## src/rtl/beta_pkg.sv

```systemverilog
// Shared CPU definitions for the beta pipeline: hazard controller states
// and the hard-wired zero register.
package beta_pkg;

    typedef enum logic [1:0] {
        ST_RUN      = 2'd0,
        ST_MEM_WAIT = 2'd1,
        ST_ERROR    = 2'd2
    } hz_state_e;

    localparam logic [4:0] REG_R31 = 5'd31;

endpackage

```

## src/rtl/hazard_ctl.sv

```systemverilog
// Pipeline hazard controller: load-use stalls, branch annul and memory-wait freeze with timeout.
// Optional perf counters (ld_stall_cnt, mem_wait_cnt) are built when HAZARD_PERF_CNT_EN is defined.
//
// state    | meaning
// ---------+-------------------------------------------------------------
// RUN      | normal flow; a pending data access without ack freezes here
// MEM_WAIT | data access still pending; counts cycles towards timeout
// ERROR    | memory never acknowledged; frozen until reset
module hazard_ctl
    import beta_pkg::*;
#(
    parameter int MEM_TIMEOUT = 255
) (
    input  logic        clk,
    input  logic        rst,
    input  logic [4:0]  ra_rf,
    input  logic [4:0]  rb_rf,
    input  logic        ra_used_rf,
    input  logic        rb_used_rf,
    input  logic [4:0]  rc_ex,
    input  logic        op_ld_ex,
    input  logic [4:0]  rc_mem,
    input  logic        op_ld_mem,
    input  logic        br_taken_rf,
    input  logic        mem_op_mem,
    input  logic        dmem_ack,
    output logic        stall_if,
    output logic        stall_rf,
    output logic        bubble_ex,
    output logic        annul_if,
    output logic        freeze,
    output logic        mem_timeout_err
`ifdef HAZARD_PERF_CNT_EN
    ,
    output logic [31:0] ld_stall_cnt,
    output logic [31:0] mem_wait_cnt
`endif
);

    localparam logic [8:0] TIMEOUT_W = 9'(MEM_TIMEOUT);

    hz_state_e  state_q, state_d;
    logic [7:0] wait_cnt_q, wait_cnt_d;
    logic [8:0] wait_inc;
    logic       ra_hz, rb_hz, ld_hazard;
    logic       freeze_c, err_c, stall_c;

    // R31 reads as zero, so a load targeting it never creates a dependency.
    assign ra_hz = ra_used_rf && (ra_rf != REG_R31) &&
                   ((op_ld_ex && (ra_rf == rc_ex)) || (op_ld_mem && (ra_rf == rc_mem)));
    assign rb_hz = rb_used_rf && (rb_rf != REG_R31) &&
                   ((op_ld_ex && (rb_rf == rc_ex)) || (op_ld_mem && (rb_rf == rc_mem)));
    assign ld_hazard = ra_hz || rb_hz;

    assign wait_inc = {1'b0, wait_cnt_q} + 9'd1;

    always_comb begin
        state_d    = state_q;
        wait_cnt_d = wait_cnt_q;
        freeze_c   = 1'b0;
        err_c      = 1'b0;
        case (state_q)
            ST_RUN: begin
                freeze_c = mem_op_mem && !dmem_ack;
                if (freeze_c) begin
                    state_d    = ST_MEM_WAIT;
                    wait_cnt_d = 8'd0;
                end
            end
            ST_MEM_WAIT: begin
                freeze_c = !dmem_ack;
                if (dmem_ack) begin
                    state_d = ST_RUN;
                end else begin
                    wait_cnt_d = wait_inc[7:0];
                    if (wait_inc >= TIMEOUT_W) begin
                        state_d = ST_ERROR;
                    end
                end
            end
            ST_ERROR: begin
                freeze_c = 1'b1;
                err_c    = 1'b1;
            end
            default: state_d = ST_RUN;
        endcase
    end

    // Freeze wins over everything; a load stall hides the branch because its operands are stale.
    assign stall_c         = !rst && !freeze_c && ld_hazard;
    assign stall_if        = stall_c;
    assign stall_rf        = stall_c;
    assign bubble_ex       = stall_c;
    assign annul_if        = !rst && !freeze_c && !ld_hazard && br_taken_rf;
    assign freeze          = !rst && freeze_c;
    assign mem_timeout_err = !rst && err_c;

    always_ff @(posedge clk) begin
        if (rst) begin
            state_q    <= ST_RUN;
            wait_cnt_q <= 8'd0;
        end else begin
            state_q    <= state_d;
            wait_cnt_q <= wait_cnt_d;
        end
    end

`ifdef HAZARD_PERF_CNT_EN
    logic [31:0] ld_stall_cnt_q, mem_wait_cnt_q;

    always_ff @(posedge clk) begin
        if (rst) begin
            ld_stall_cnt_q <= 32'd0;
            mem_wait_cnt_q <= 32'd0;
        end else begin
            if (stall_rf) begin
                ld_stall_cnt_q <= ld_stall_cnt_q + 32'd1;
            end
            if (freeze && (state_q != ST_ERROR)) begin
                mem_wait_cnt_q <= mem_wait_cnt_q + 32'd1;
            end
        end
    end

    assign ld_stall_cnt = rst ? 32'd0 : ld_stall_cnt_q;
    assign mem_wait_cnt = rst ? 32'd0 : mem_wait_cnt_q;
`endif

endmodule

```

## config.mk

```make
export PLATFORM = sky130hd
export DESIGN_NAME = hazard_ctl
export DESIGN_NICKNAME = d
export VERILOG_FILES = /design/src/rtl/beta_pkg.sv /design/src/rtl/hazard_ctl.sv
export SDC_FILE = /design/constraint.sdc
export NUM_CORES = 1
export LEC_CHECK = 0
export BUFFER_PORTS_ARGS = -buffer_cell sky130_fd_sc_hd__buf_4
export CAP_MARGIN = 5
export CORE_ASPECT_RATIO = 0.8
export CORE_MARGIN = 2
export CORE_UTILIZATION = 40
export DETAILED_ROUTE_END_ITERATION = 7
export GPL_ROUTABILITY_DRIVEN = 0
export GPL_TIMING_DRIVEN = 0
export PLACE_DENSITY = 0.79
export SLEW_MARGIN = 25
export SYNTH_ARGS = -nofsm -noshare
export SYNTH_HDL_FRONTEND = slang
export SYNTH_SLANG_ARGS = --single-unit
```

## constraint.sdc

```tcl
create_clock -name clk -period 2.9 [get_ports clk]
set_input_delay 0.58 -clock clk [delete_from_list [all_inputs] [get_ports clk]]
set_output_delay 0.58 -clock clk [all_outputs]
set_load 0.1 [all_outputs]
```

**Word level (Yosys, flattened, before mapping)**

Cells that the tools add are included.

- Add/subtract/negate cells: 1
- $lt $le $gt $ge: 1
- Eq/ne operators: 11
- Muxes and demuxes: 9
- Bitwise logic cells: 1
- Reductions and logical operators: 26

Operators by type and width:

| kind | count |
|---|---|
| equality test 5 bit | 4 |
| two-way mux 8 bit | 2 |
| case mux 8 bit (2 select lines) | 1 |
| logical AND 1 bit | 15 |
| != test 5 bit, second input constant | 2 |
| adder 8 x 1 -> 9 bit, second input constant | 1 |
| >= comparator 9 x 8 -> 1 bit, second input constant | 1 |
| two-way mux 2 bit | 3 |
| case mux 2 bit (3 select lines) | 1 |
| AND reduction 3 bit | 2 |
| zero test 1 bit | 4 |
| != test 2 bit, second input constant | 2 |
| logical OR 1 bit | 3 |
| != test 3 bit, second input constant | 1 |
| case mux 1 bit (3 select lines) | 1 |
| equality test 2 x 1 -> 1 bit, second input constant | 1 |
| equality test 2 bit, second input constant | 1 |
| zero test 2 bit | 1 |
| nonzero test 2 bit | 1 |
| two-way mux 1 bit | 1 |
| inverter 1 bit | 1 |

- Register bits: 10
- Input port bits: 29
- Output and inout port bits: 6
- Word-level logic and storage cells: 51

**Longest topological paths before layout**

Gate-level depths: netlist (run 1).

- Depth in word-level cells: 8
- Mapped depth: 8

**Worst setup path before layout (run 1)**

No wires, ideal clock.

- Path type: in2out
- Start: in rc_mem[2]
- End: out stall_if
- Arrival: 3.793 ns
- Required time: 2.320 ns
- Slack: -1.473 ns
- Cell stages on the path: 6
- Path buffers: 1
- Cells stage by stage: xnor2_1 > nand4_1 > o22ai_1 > a32oi_1 > nor3_1 > buf_4

- Word-level cells in the longest chain between the ends: 6
- Elaborated cells between the ends (all ways): 10
- Classes of those cells: eq/ne: 2; reduce/logical: 8

RTL lines:

| item | RTL line | source |
|---|---|---|
| start: declaration | hazard_ctl.sv:22 | `input logic [4:0] rc_mem,` |
| equality test 5 bit (on tied branches) | hazard_ctl.sv:50, hazard_ctl.sv:52 |  |
| logical AND 1 bit (on tied branches) | hazard_ctl.sv:50, hazard_ctl.sv:52 |  |
| logical OR 1 bit (on tied branches) | hazard_ctl.sv:50, hazard_ctl.sv:52 |  |
| logical AND 1 bit (on tied branches) | hazard_ctl.sv:49, hazard_ctl.sv:51 |  |
| logical OR 1 bit (*) | hazard_ctl.sv:53 | `assign ld_hazard = ra_hz \|\| rb_hz;` |
| logical AND 1 bit (*) | hazard_ctl.sv:90 | `assign stall_c = !rst && !freeze_c && ld_hazard;` |
| end: declaration | hazard_ctl.sv:27 | `output logic stall_if,` |

Every way passes the cells marked *; elsewhere a longest branch is shown, timed or not.

**Worst setup path after layout (run 1)**

- Start: in ra_rf[3]
- End: out stall_if

- Word-level cells in the longest chain between the ends: 6
- Elaborated cells between the ends (all ways): 10
- Classes of those cells: eq/ne: 3; reduce/logical: 7

RTL lines:

| item | RTL line | source |
|---|---|---|
| start: declaration | hazard_ctl.sv:16 | `input logic [4:0] ra_rf,` |
| equality test 5 bit | hazard_ctl.sv:50 | `((op_ld_ex && (ra_rf == rc_ex)) \|\| (op_ld_mem && (ra_rf == rc_mem)));` |
| logical AND 1 bit | hazard_ctl.sv:50 |  |
| logical OR 1 bit | hazard_ctl.sv:50 |  |
| logical AND 1 bit (*) | hazard_ctl.sv:49 | `assign ra_hz = ra_used_rf && (ra_rf != REG_R31) &&` |
| logical OR 1 bit (*) | hazard_ctl.sv:53 |  |
| logical AND 1 bit (*) | hazard_ctl.sv:90 |  |

Marked as above.

==> results by group, run 1 <==
Power and ir drop
  • Pwr dens: 307 mW/mm2
  • LEAKAGE: 0.504 nW
  • Power share of the clock group: 0.331
  • Pint: around 0.27 mW
  • Switching Share: 0.292
  • Worst VDD drop: 251 uV
  • Pwr Total: 0.381 mW
  • Sequential share of power: 0.365
  • Gate power share: 0.304
  • Sw Pwr: 0.111 mW

Critical path
  • FF-to-FF setup slack: 1130 ps
  • CP Depth: 8
  • Max incr delay on CP: around 270 ps
  • Startpoint types: input pin
  • CP Class: in -> out
  • Max Fanout on Critical Path: 3
  • Arr. time, crit path: around 2000 ps
  • CP startpoint: ra_rf[3]
  • Crit path required time: about 2300 ps
  • Crit. End Element: output pin
  • Crit-path cells: buf_4 -> xnor2_1 -> nand4_1 -> o22ai_1 -> a32oi_1 -> nor3_4 -> buf_4 -> buf_4
  • Worst reg2reg path depth: 6
  • Slowest CP cell: buf_4
  • Crit-path leading delay family: buffers and inverters
  • Critical Path End: stall_if
  • RR Endpoint: state_q[0]
  • CP dominant cell by count: buf_4
  • RR Startpoint: wait_cnt_q[1]
  • Bufs and invs on worst path: 3

Yosys
  • Ys Warns: 0
  • Post-Synthesis Cells: between 100 and 150
  • Share of the yosys chip area belonging to registers: 0.222
  • Largest area contributor in the netlist: dfxtp_1
  • Number of synthesized flops with an enable pin: 0
  • Mean Syn Cell Area: ~7.4 um2
  • Synth top area share: 0.222
  • Top area cells in the synthesized netlist: dfxtp_1 22%, xnor2_1 19%, a21oi_1 5.0%, nor2_1 5.0%, nand2_1 4.6%
  • Post-synth ARST share: 0
  • Post-synth top flop: dfxtp_1
  • Register bit total from synthesis: 10
  • Count of cell types in the netlist: 31
  • Post-Syn Nets: 153
  • Synth Cell Area: ~900 um2

Clocking
  • CTS max path bufs: 2
  • CTS tree: yes
  • Cts hold-fix bufs: 0
  • Clock-pin slew on the worst setup and hold paths: 70 ps
  • CTS Buf Count: 3
  • Htree depth: 1
  • CTS sink count: 10
  • Clk Latency, worst-skew pair: about 270 ps
  • Setup repair bufs after CTS: 0
  • Root Buffer: clkbuf_4
  • Resize count post-CTS: 0

STA
  • Final hold viol count: 0
  • Least-Margin Pin Slew: approximately 500 ps
  • RSZ-0062 raised after global routing: false
  • Skew final: 1.84 ps
  • Tcrit/Tclk final: 0.873
  • Final Max Tran Viols: 0
  • Final setup vio count: 0
  • Setup TNS: 0 ps
  • Crit path time final: 2530 ps
  • Max Freq: 0.395 GHz
  • Max_slew headroom: 0.668

Flow run
  • Max capacitance violation total: 0

Cells and area
  • Commonest non-fill, non-tap cells in the layout: 37 x buf_4, 20 x xnor2_1, 12 x nor2_1
  • Area delta synth->final: 37.4%
  • # diodes: 0
  • Most common cell after layout, fill and taps aside: buf_4
  • Filler cell count: roughly 220
  • Layout cell share with drive strength beyond 1: 0.288
  • Total Nets Final: 192

Die
  • Core area: 0.00214 mm2
  • Die area: 0.00265 mm2
  • Initial core utilization: 0.422
  • Row cnt: 15
  • Top Ports: 35
  • Die Wd: 57.1 um
  • Die Height: between 40 and 50 um

Detailed routing
  • Via/cell ratio: 5.42
  • Drt first pass iters: 4
  • Wire length per cell: around 14 um
  • Via count: around 1,000
  • Number of routed nets with antenna violations: 0
  • DRC violations left: 0
  • Final WL: 2520 um
  • DRT iter0 DRCs: 31

Global route
  • Overall global routing resource usage: 0.202
  • Vias in the first global route: 922
  • First-pass GRT wire length: 4090 um
  • GRT overflow: 0
  • Initial antenna violation count: 0
  • Maximum number of pins on one net before global-route repair: 11

Run status
  • Status: complete, no violations

Min path
  • Tightest Hold Check Type: reg -> reg

Place
  • IO Port Bufs: 34
  • Hpwl dp: 2040 um
==> synth_stat cells (3+ instances only) <==
cell type  count
buf_4          3
nand3_1        4
nand4_1        4
nor2_1        12
clkbuf_1       3
and3_1         3
a21o_1         3
nand2_1       11
o21ai_0        8
or3_1          4
nor2b_1        6
o22ai_1        3
xnor2_1       20
a21oi_1        9
dfxtp_1       10
==> cell type report <==
class | instances | area, um2 | share of cell area
clock buffers | 4 | 36.3 | 0.0293
repair buffers | 34 | 255 | 0.206
flip-flops and latches | 10 | 200 | 0.161
well taps | 25 | 31.3 | 0.0252
inverters | 1 | 3.75 | 0.00303
plain buffers | 6 | 33.8 | 0.0272
multi-input cells | 105 | 679 | 0.548
==> logic make-up after synthesis <==
family,synth area share
flops,0.222
buf+inv,0.0416
simple gates,0.311
xor+xnor,0.194
fa+ha+maj,0.0277
compound gates,0.204
==> per-layer routing <==
| layer | up-vias | track usage | wire (um) |
|---|---|---|---|
| li1 | 506 | - | - |
| met1 | 479 | 0.265 | 1200 |
| met2 | 17 | 0.347 | 1240 |
| met3 | 0 | 0.0534 | 74 |
| met4 | 0 | 0.0233 | 0 |
| met5 | - | 0 | 0 |
==> how the worst min path moves through the flow <==
stage / start / end / slack (ps) / cells after the start
2_1_floorplan: state_q[0] / state_q[0] / 440 / 1
3_3_place_gp: state_q[0] / state_q[0] / 460 / 1
3_5_place_dp: state_q[0] / state_q[0] / 480 / 1
4_1_cts: state_q[0] / state_q[0] / 490 / 1
5_1_grt: wait_cnt_q[7] / wait_cnt_q[7] / 530 / 2
6_report: state_q[0] / state_q[0] / 500 / 1
==> worst reg2reg max path, cell delays in order (launching register included) <==
cell      delay (ps)
dfxtp_1          380
ha_1             270
a21o_1           170
a21o_1           170
a221o_1          380
a21oi_2          180
a211oi_1         100
==> power groups by stage <==
stage                     registers, mW  logic, mW  clock network [mW]
after CTS                         0.139      0.115               0.129
after detailed placement          0.142      0.115                   0
after global routing              0.139      0.124               0.134
after floorplan                   0.142     0.0610                   0
final                             0.139      0.116               0.126
after global placement            0.142      0.112                   0
==> sequential cells by signal (all words and copies together), names as in the netlist <==
name and flops:
wait_cnt_q 8, state_q 2
==> per-stage QoR <==
| stage | hold slack, ps | util | area, um2 | setup WS [ps] | instances |
|---|---|---|---|---|---|
| 2_1_floorplan | 441 | - | 917 | -31.3 | 122 |
| 3_3_place_gp | 456 | 0.563 | 1200 | 402 | 181 |
| 3_5_place_dp | 478 | 0.563 | 1200 | 371 | 181 |
| 4_1_cts | 491 | 0.580 | 1240 | 367 | 185 |
| 5_1_grt | 531 | 0.580 | 1240 | 240 | 185 |
| 6_report | 497 | 0.580 | 1240 | 369 | 185 |
No activity file was read; power rests on OpenSTA's default activity.
==> inputs of run 2 (changes only) <==
CORE_UTILIZATION = 51   (was 40)
PLACE_DENSITY = 0.94   (was 0.79)
==> run 2 against run 1 <==
Effect of this change: clock skew is 2.4 ps higher; design area is 0.30% lower; clock-buffer cell count stayed put; worst hold slack worse by 2.5 ps; first-iteration DRC count is 3.2% higher; power hardly changed; utilization is 17 points higher; critical path type unchanged; critical endpoint is now stall_rf; highest routed layer is now met4.
==> results by group, run 2 (synthesis gave the netlist of run 1 again) <==
Power and ir drop
  • Sequential share of power: 0.365 (about the same)
  • Switching Share: 0.292 (-0.000372)
  • Gate power share: 0.301 (-0.003)
  • Pint: 0.269 mW (about the same)
  • Worst VDD drop: 386 uV (+53%)
  • Pwr dens: 308 mW/mm2 (+0.24%)
  • Sw Pwr: 0.111 mW (-0.19%)
  • LEAKAGE: 0.504 nW (unchanged)
  • Power share of the clock group: 0.334 (+0.003)
  • Pwr Total: 0.381 mW (about the same)

Die
  • Top Ports: 35 (unchanged)
  • Core area: 0.00164 mm2 (-23%)
  • Row cnt: 13 (-2)
  • Initial core utilization: 0.549 (+0.127)
  • Die area: 0.00212 mm2 (-20%)
  • Die Height: 41.6 um (-10%)
  • Die Wd: 51.0 um (-11%)

Clocking
  • Htree depth: 1 (unchanged)
  • CTS sink count: 10 (unchanged)
  • Root Buffer: clkbuf_4
  • CTS Buf Count: 3 (unchanged)
  • Resize count post-CTS: 0 (unchanged)
  • Setup repair bufs after CTS: 0 (unchanged)
  • CTS tree: yes
  • Clock-pin slew on the worst setup and hold paths: 70 ps (about the same)
  • CTS max path bufs: 2 (unchanged)
  • Clk Latency, worst-skew pair: 270 ps (about the same)
  • Cts hold-fix bufs: 0 (unchanged)

Detailed routing
  • Drt first pass iters: 4 (unchanged)
  • Via/cell ratio: 5.74 (+5.9%)
  • Wire length per cell: 13.9 um (+2.2%)
  • Final WL: 2530 um (+0.56%)
  • Number of routed nets with antenna violations: 0 (unchanged)
  • Via count: 1,044 (+4.2%)
  • DRT iter0 DRCs: 32 (+3.2%)
  • DRC violations left: 0 (unchanged)

Place
  • IO Port Bufs: 34 (unchanged)
  • Hpwl dp: 2060 um (+0.66%)

STA
  • Least-Margin Pin Slew: 502 ps (+4.55 ps)
  • Hold WS: 494 ps (-2.50 ps)
  • Setup TNS: 0 ps (unchanged)
  • Max Freq: 0.390 GHz (-1.3%)
  • Final setup vio count: 0 (unchanged)
  • Final Max Tran Viols: 0 (unchanged)
  • Crit path time final: 2560 ps (+32.6 ps)
  • Tcrit/Tclk final: 0.884 (+0.0112)
  • Max_slew headroom: 0.665 (-0.00304)
  • Skew final: 4.23 ps (+2.38 ps)
  • Final hold viol count: 0 (unchanged)
  • RSZ-0062 raised after global routing: false

Global route
  • Initial antenna violation count: 0 (unchanged)
  • First-pass GRT wire length: 4200 um (+2.5%)
  • Overall global routing resource usage: 0.260 (+0.0582)
  • Maximum number of pins on one net before global-route repair: 11 (unchanged)
  • GRT overflow: 0 (unchanged)
  • Vias in the first global route: 992 (+7.6%)

Critical path
  • Max Fanout on Critical Path: 3 (unchanged)
  • Crit path required time: 2320 ps (about the same)
  • Startpoint types: input pin
  • Crit. End Element: output pin
  • Arr. time, crit path: 1980 ps (+30 ps)
  • CP Class: in -> out

Cells and area
  • Total Nets Final: 192 (unchanged)
  • Top reg by flops: wait_cnt_q
  • # diodes: 0 (unchanged)
  • Max reg flops: 8 (unchanged)
  • Layout cell share with drive strength beyond 1: 0.288 (unchanged)
  • Commonest non-fill, non-tap cells in the layout: 37 x buf_4, 20 x xnor2_1, 12 x nor2_1
  • Final cell utilization of the core: 0.752 (+0.173)
  • Largest regs: wait_cnt_q x8, state_q x2
  • Area delta synth->final: 37.0%
  • Most common cell after layout, fill and taps aside: buf_4

Run status
  • Status: complete, no violations

Min path
  • Tightest Hold Check Type: reg -> reg

Flow run
  • Max capacitance violation total: 0 (unchanged)
run 2: cell counts in the layout (fill, tap and decap cells not counted):
Identical to the previous run, type by type.
run 2: worst max-delay path, stage by stage:
cell and delay (ps):
buf_4 120, xnor2_1 160, nand4_1 150, o22ai_1 180, a32oi_1 170, nor3_4 200, buf_4 140, buf_4 270
run 2: cell type report:
type                       instances  area (um2)
buffer                             6        33.8
clock buffer                       4        36.3
fill                             114         407
inverter                           1        3.75
multi-input combinational        105         679
sequential                        10         200
tap                               22        27.5
timing repair buffer              34         255
run 2: path summary, 6_finish.rpt:
kind                              endpoint  cells after the start  slack (ps)          start
worst max register to register  state_q[0]                      6        1120  wait_cnt_q[1]
worst min register to register  state_q[0]                      1         490     state_q[0]
worst min-delay path            state_q[0]                      1         490     state_q[0]
worst max-delay path              stall_rf                      8         340      rc_mem[2]
run 2: power by group through the flow:
stage          combinational (mW)  sequential (mW)  clock [mW]
6_report                    0.114            0.139       0.127
5_1_grt                     0.123            0.139       0.133
4_1_cts                     0.114            0.139       0.127
3_5_place_dp                0.113            0.142           0
3_3_place_gp                0.109            0.142           0
2_1_floorplan              0.0610            0.142           0
run 2: routing by layer:
metal	GRT usage	up-vias	wire [um]
li1	-	505	-
met1	0.332	493	1110
met2	0.418	36	1210
met3	0.0719	10	141
met4	0.0919	0	77
met5	0	-	0
run 2: through the flow:
| stage | setup slack [ps] | instance area (um2) | std cells |
|---|---|---|---|
| global placement | 437 | 1200 | 178 |
| detailed placement | 332 | 1200 | 178 |
| CTS | 327 | 1240 | 182 |
| finish | 337 | 1240 | 182 |
| global route | 236 | 1240 | 182 |
| floorplan | -31.3 | 917 | 122 |
==> inputs of run 3 (changes only) <==
CORE_UTILIZATION = 48   (was 51)
PLACE_DENSITY = 0.9   (was 0.94)
clock period = 2.4 ns   (was 2.9 ns; I/O delays follow)
==> run 3 against run 2 <==
Effect of this change: via count is 2.2% lower; first-iteration DRC count is 31% lower; worst hold slack better by 17 ps; power is 10% higher; critical path depth stayed put; critical path type unchanged; global-route usage is 0.49 points lower; design area is 0.10% higher; setup slack worse by 250 ps; clock-buffer cell count is 1 lower; final cell count is 0.55% lower.
==> results by group, run 3 (synthesis gave the netlist of run 1 again) <==
STA
  • Skew final: 5.63 ps (+1.40 ps)
  • Tcrit/Tclk final: 0.965
  • Final hold viol count: 0 (unchanged)
  • Max_slew headroom: 0.672 (+0.00634)
  • Final Max Tran Viols: 0 (unchanged)
  • Hold WS: 511 ps (+16.7 ps)
  • Max Freq: 0.432 GHz
  • Final setup vio count: 0 (unchanged)
  • Crit path time final: 2320 ps
  • Least-Margin Pin Slew: 493 ps (-9.51 ps)

Power and ir drop
  • Pint: 0.292 mW (+8.4%)
  • Gate power share: 0.337 (+0.036)
  • Power share of the clock group: 0.262 (-0.072)
  • Sw Pwr: 0.128 mW (+15%)
  • LEAKAGE: 0.500 nW (-0.72%)
  • Pwr dens: 340 mW/mm2 (+10%)
  • Worst VDD drop: 242 uV (-37%)
  • Sequential share of power: 0.400 (+0.035)
  • Switching Share: 0.305 (+0.0129)

Critical path
  • Bufs and invs on worst path: 3 (unchanged)
  • Crit-path leading delay family: buffers and inverters
  • Max incr delay on CP: 200 ps (-70 ps)
  • FF-to-FF setup slack: 630 ps (-490 ps)
  • CP dominant cell by count: buf_4
  • Worst reg2reg path depth: 5 (-1)
  • RR Endpoint: state_q[0]
  • Crit path required time: 1920 ps (-400 ps)
  • Crit. End Element: output pin
  • Arr. time, crit path: 1840 ps (-140 ps)
  • Startpoint types: input pin
  • CP Class: in -> out
  • Slowest CP cell: nor3_4
  • Crit-path cells: buf_4 -> xnor2_1 -> nand4_1 -> o22ai_1 -> a32oi_1 -> nor3_4 -> buf_4 -> buf_8
  • RR Startpoint: wait_cnt_q[2]
  • Max Fanout on Critical Path: 3 (unchanged)

Global route
  • Gr busiest metal: met2
  • Vias in the first global route: 1,025 (+3.3%)
  • GRT overflow: 0 (unchanged)
  • Initial antenna violation count: 0 (unchanged)
  • Met3 usage: 0.0704 (-0.00152)
  • Met1 usage: 0.321 (-0.0113)
  • Maximum number of pins on one net before global-route repair: 11 (unchanged)
  • First-pass GRT wire length: 4270 um (+1.8%)
  • Met2 Use GR: 0.403 (-0.0157)
  • Overall global routing resource usage: 0.255 (-0.00491)

Cells and area
  • Commonest non-fill, non-tap cells in the layout: 35 x buf_4, 20 x xnor2_1, 12 x nor2_1
  • Largest regs: wait_cnt_q x8, state_q x2
  • Post-route cell area: 0.00124 mm2 (+0.10%)
  • Total Nets Final: 192 (unchanged)
  • Area delta synth->final: 37.2%
  • Max reg flops: 8 (unchanged)
  • # diodes: 0 (unchanged)
  • Most common cell after layout, fill and taps aside: buf_4
  • Filler cell count: 134 (+18%)
  • Top reg by flops: wait_cnt_q
  • Layout cell share with drive strength beyond 1: 0.283 (-0.00448)

Detailed routing
  • Drt first pass iters: 4 (unchanged)
  • Number of routed nets with antenna violations: 0 (unchanged)
  • DRC violations left: 0 (unchanged)
  • Wire length per cell: 14.5 um (+4.4%)
  • Final WL: 2630 um (+3.8%)
  • Via/cell ratio: 5.64 (-1.7%)
  • Via count: 1,021 (-2.2%)
  • DRT iter0 DRCs: 22 (-31%)

Die
  • Die Wd: 52.5 um (+2.8%)
  • Die area: 0.00224 mm2 (+5.7%)
  • Die Height: 42.8 um (+2.8%)
  • Initial core utilization: 0.533 (-0.0158)
  • Row cnt: 13 (unchanged)
  • Top Ports: 35 (unchanged)
  • Core area: 0.00169 mm2 (+3.0%)

Clocking
  • Cts hold-fix bufs: 0 (unchanged)
  • Resize count post-CTS: 0 (unchanged)
  • Setup repair bufs after CTS: 0 (unchanged)
  • CTS max path bufs: 2 (unchanged)
  • CTS tree: yes
  • Clock-pin slew on the worst setup and hold paths: 60 ps (about the same)
  • CTS sink count: 10 (unchanged)
  • Htree depth: 1 (unchanged)
  • Root Buffer: clkbuf_4
  • CTS Buf Count: 3 (unchanged)
  • Clk Latency, worst-skew pair: 260 ps (about the same)

Flow run
  • Max capacitance violation total: 0 (unchanged)

Min path
  • Hold Path Sink: wait_cnt_q[7]
  • Hold Path Origin: wait_cnt_q[7]
  • Tightest Hold Check Type: reg -> reg
  • Worst Hold Path Cells: 2 (+1)

Place
  • IO Port Bufs: 34 (unchanged)
  • Hpwl dp: 2090 um (+1.8%)
  • Placement Cell Area: 0.00120 mm2 (unchanged)

Run status
  • Status: complete, no violations
-- run 3: how the worst max path moves through the flow --
stage | start | end | slack [ps] | depth (start not counted)
final | rc_mem[2] | stall_rf | 80 | 8
after global routing | rc_ex[2] | stall_rf | -4 | 8
after CTS | rc_mem[2] | stall_rf | 30 | 8
after detailed placement | rc_mem[2] | stall_rf | 30 | 8
after global placement | rc_mem[2] | stall_if | 100 | 8
after floorplan | rc_mem[2] | stall_if | -330 | 6
-- run 3: worst register-to-register path: stages, from the launching register on --
cell      delay, ps
dfxtp_1         480
nand3_2         160
or3_1           380
a221o_1         370
a21oi_2         160
a211oi_1         90
-- run 3: per-layer routing --
layer	vias up	part of all wire
li1	505	-
met1	463	0.43
met2	45	0.49
met3	8	0.055
met4	0	0.019
met5	-	0
-- run 3: area by class of cell --
class / instances / area [um2] / area share
multi-input cells: 105 / 679 / 0.549
repair buffers: 34 / 270 / 0.218
flip-flops and latches: 10 / 200 / 0.162
plain buffers: 6 / 33.8 / 0.0273
well taps: 22 / 27.5 / 0.0222
clock buffers: 3 / 22.5 / 0.0182
inverters: 1 / 3.75 / 0.00303
-- run 3: power by group through the flow --
stage	combinational, mW	sequential [mW]	clock, mW
final	0.142	0.168	0.110
after global routing	0.152	0.168	0.118
after CTS	0.140	0.168	0.112
after detailed placement	0.139	0.172	0
after global placement	0.134	0.172	0
after floorplan	0.0737	0.172	0
-- run 3: stage by stage --
stage,std cells,util,TNS (ps),power [mW],setup WS [ps]
6_report,181,0.732,0,0.420,83.8
5_1_grt,181,0.732,-4.18,0.438,-4.18
4_1_cts,181,0.723,0,0.420,28.3
3_5_place_dp,178,0.709,0,0.311,32.1
3_3_place_gp,178,0.709,0,0.306,104
2_1_floorplan,122,-,-663,0.245,-331
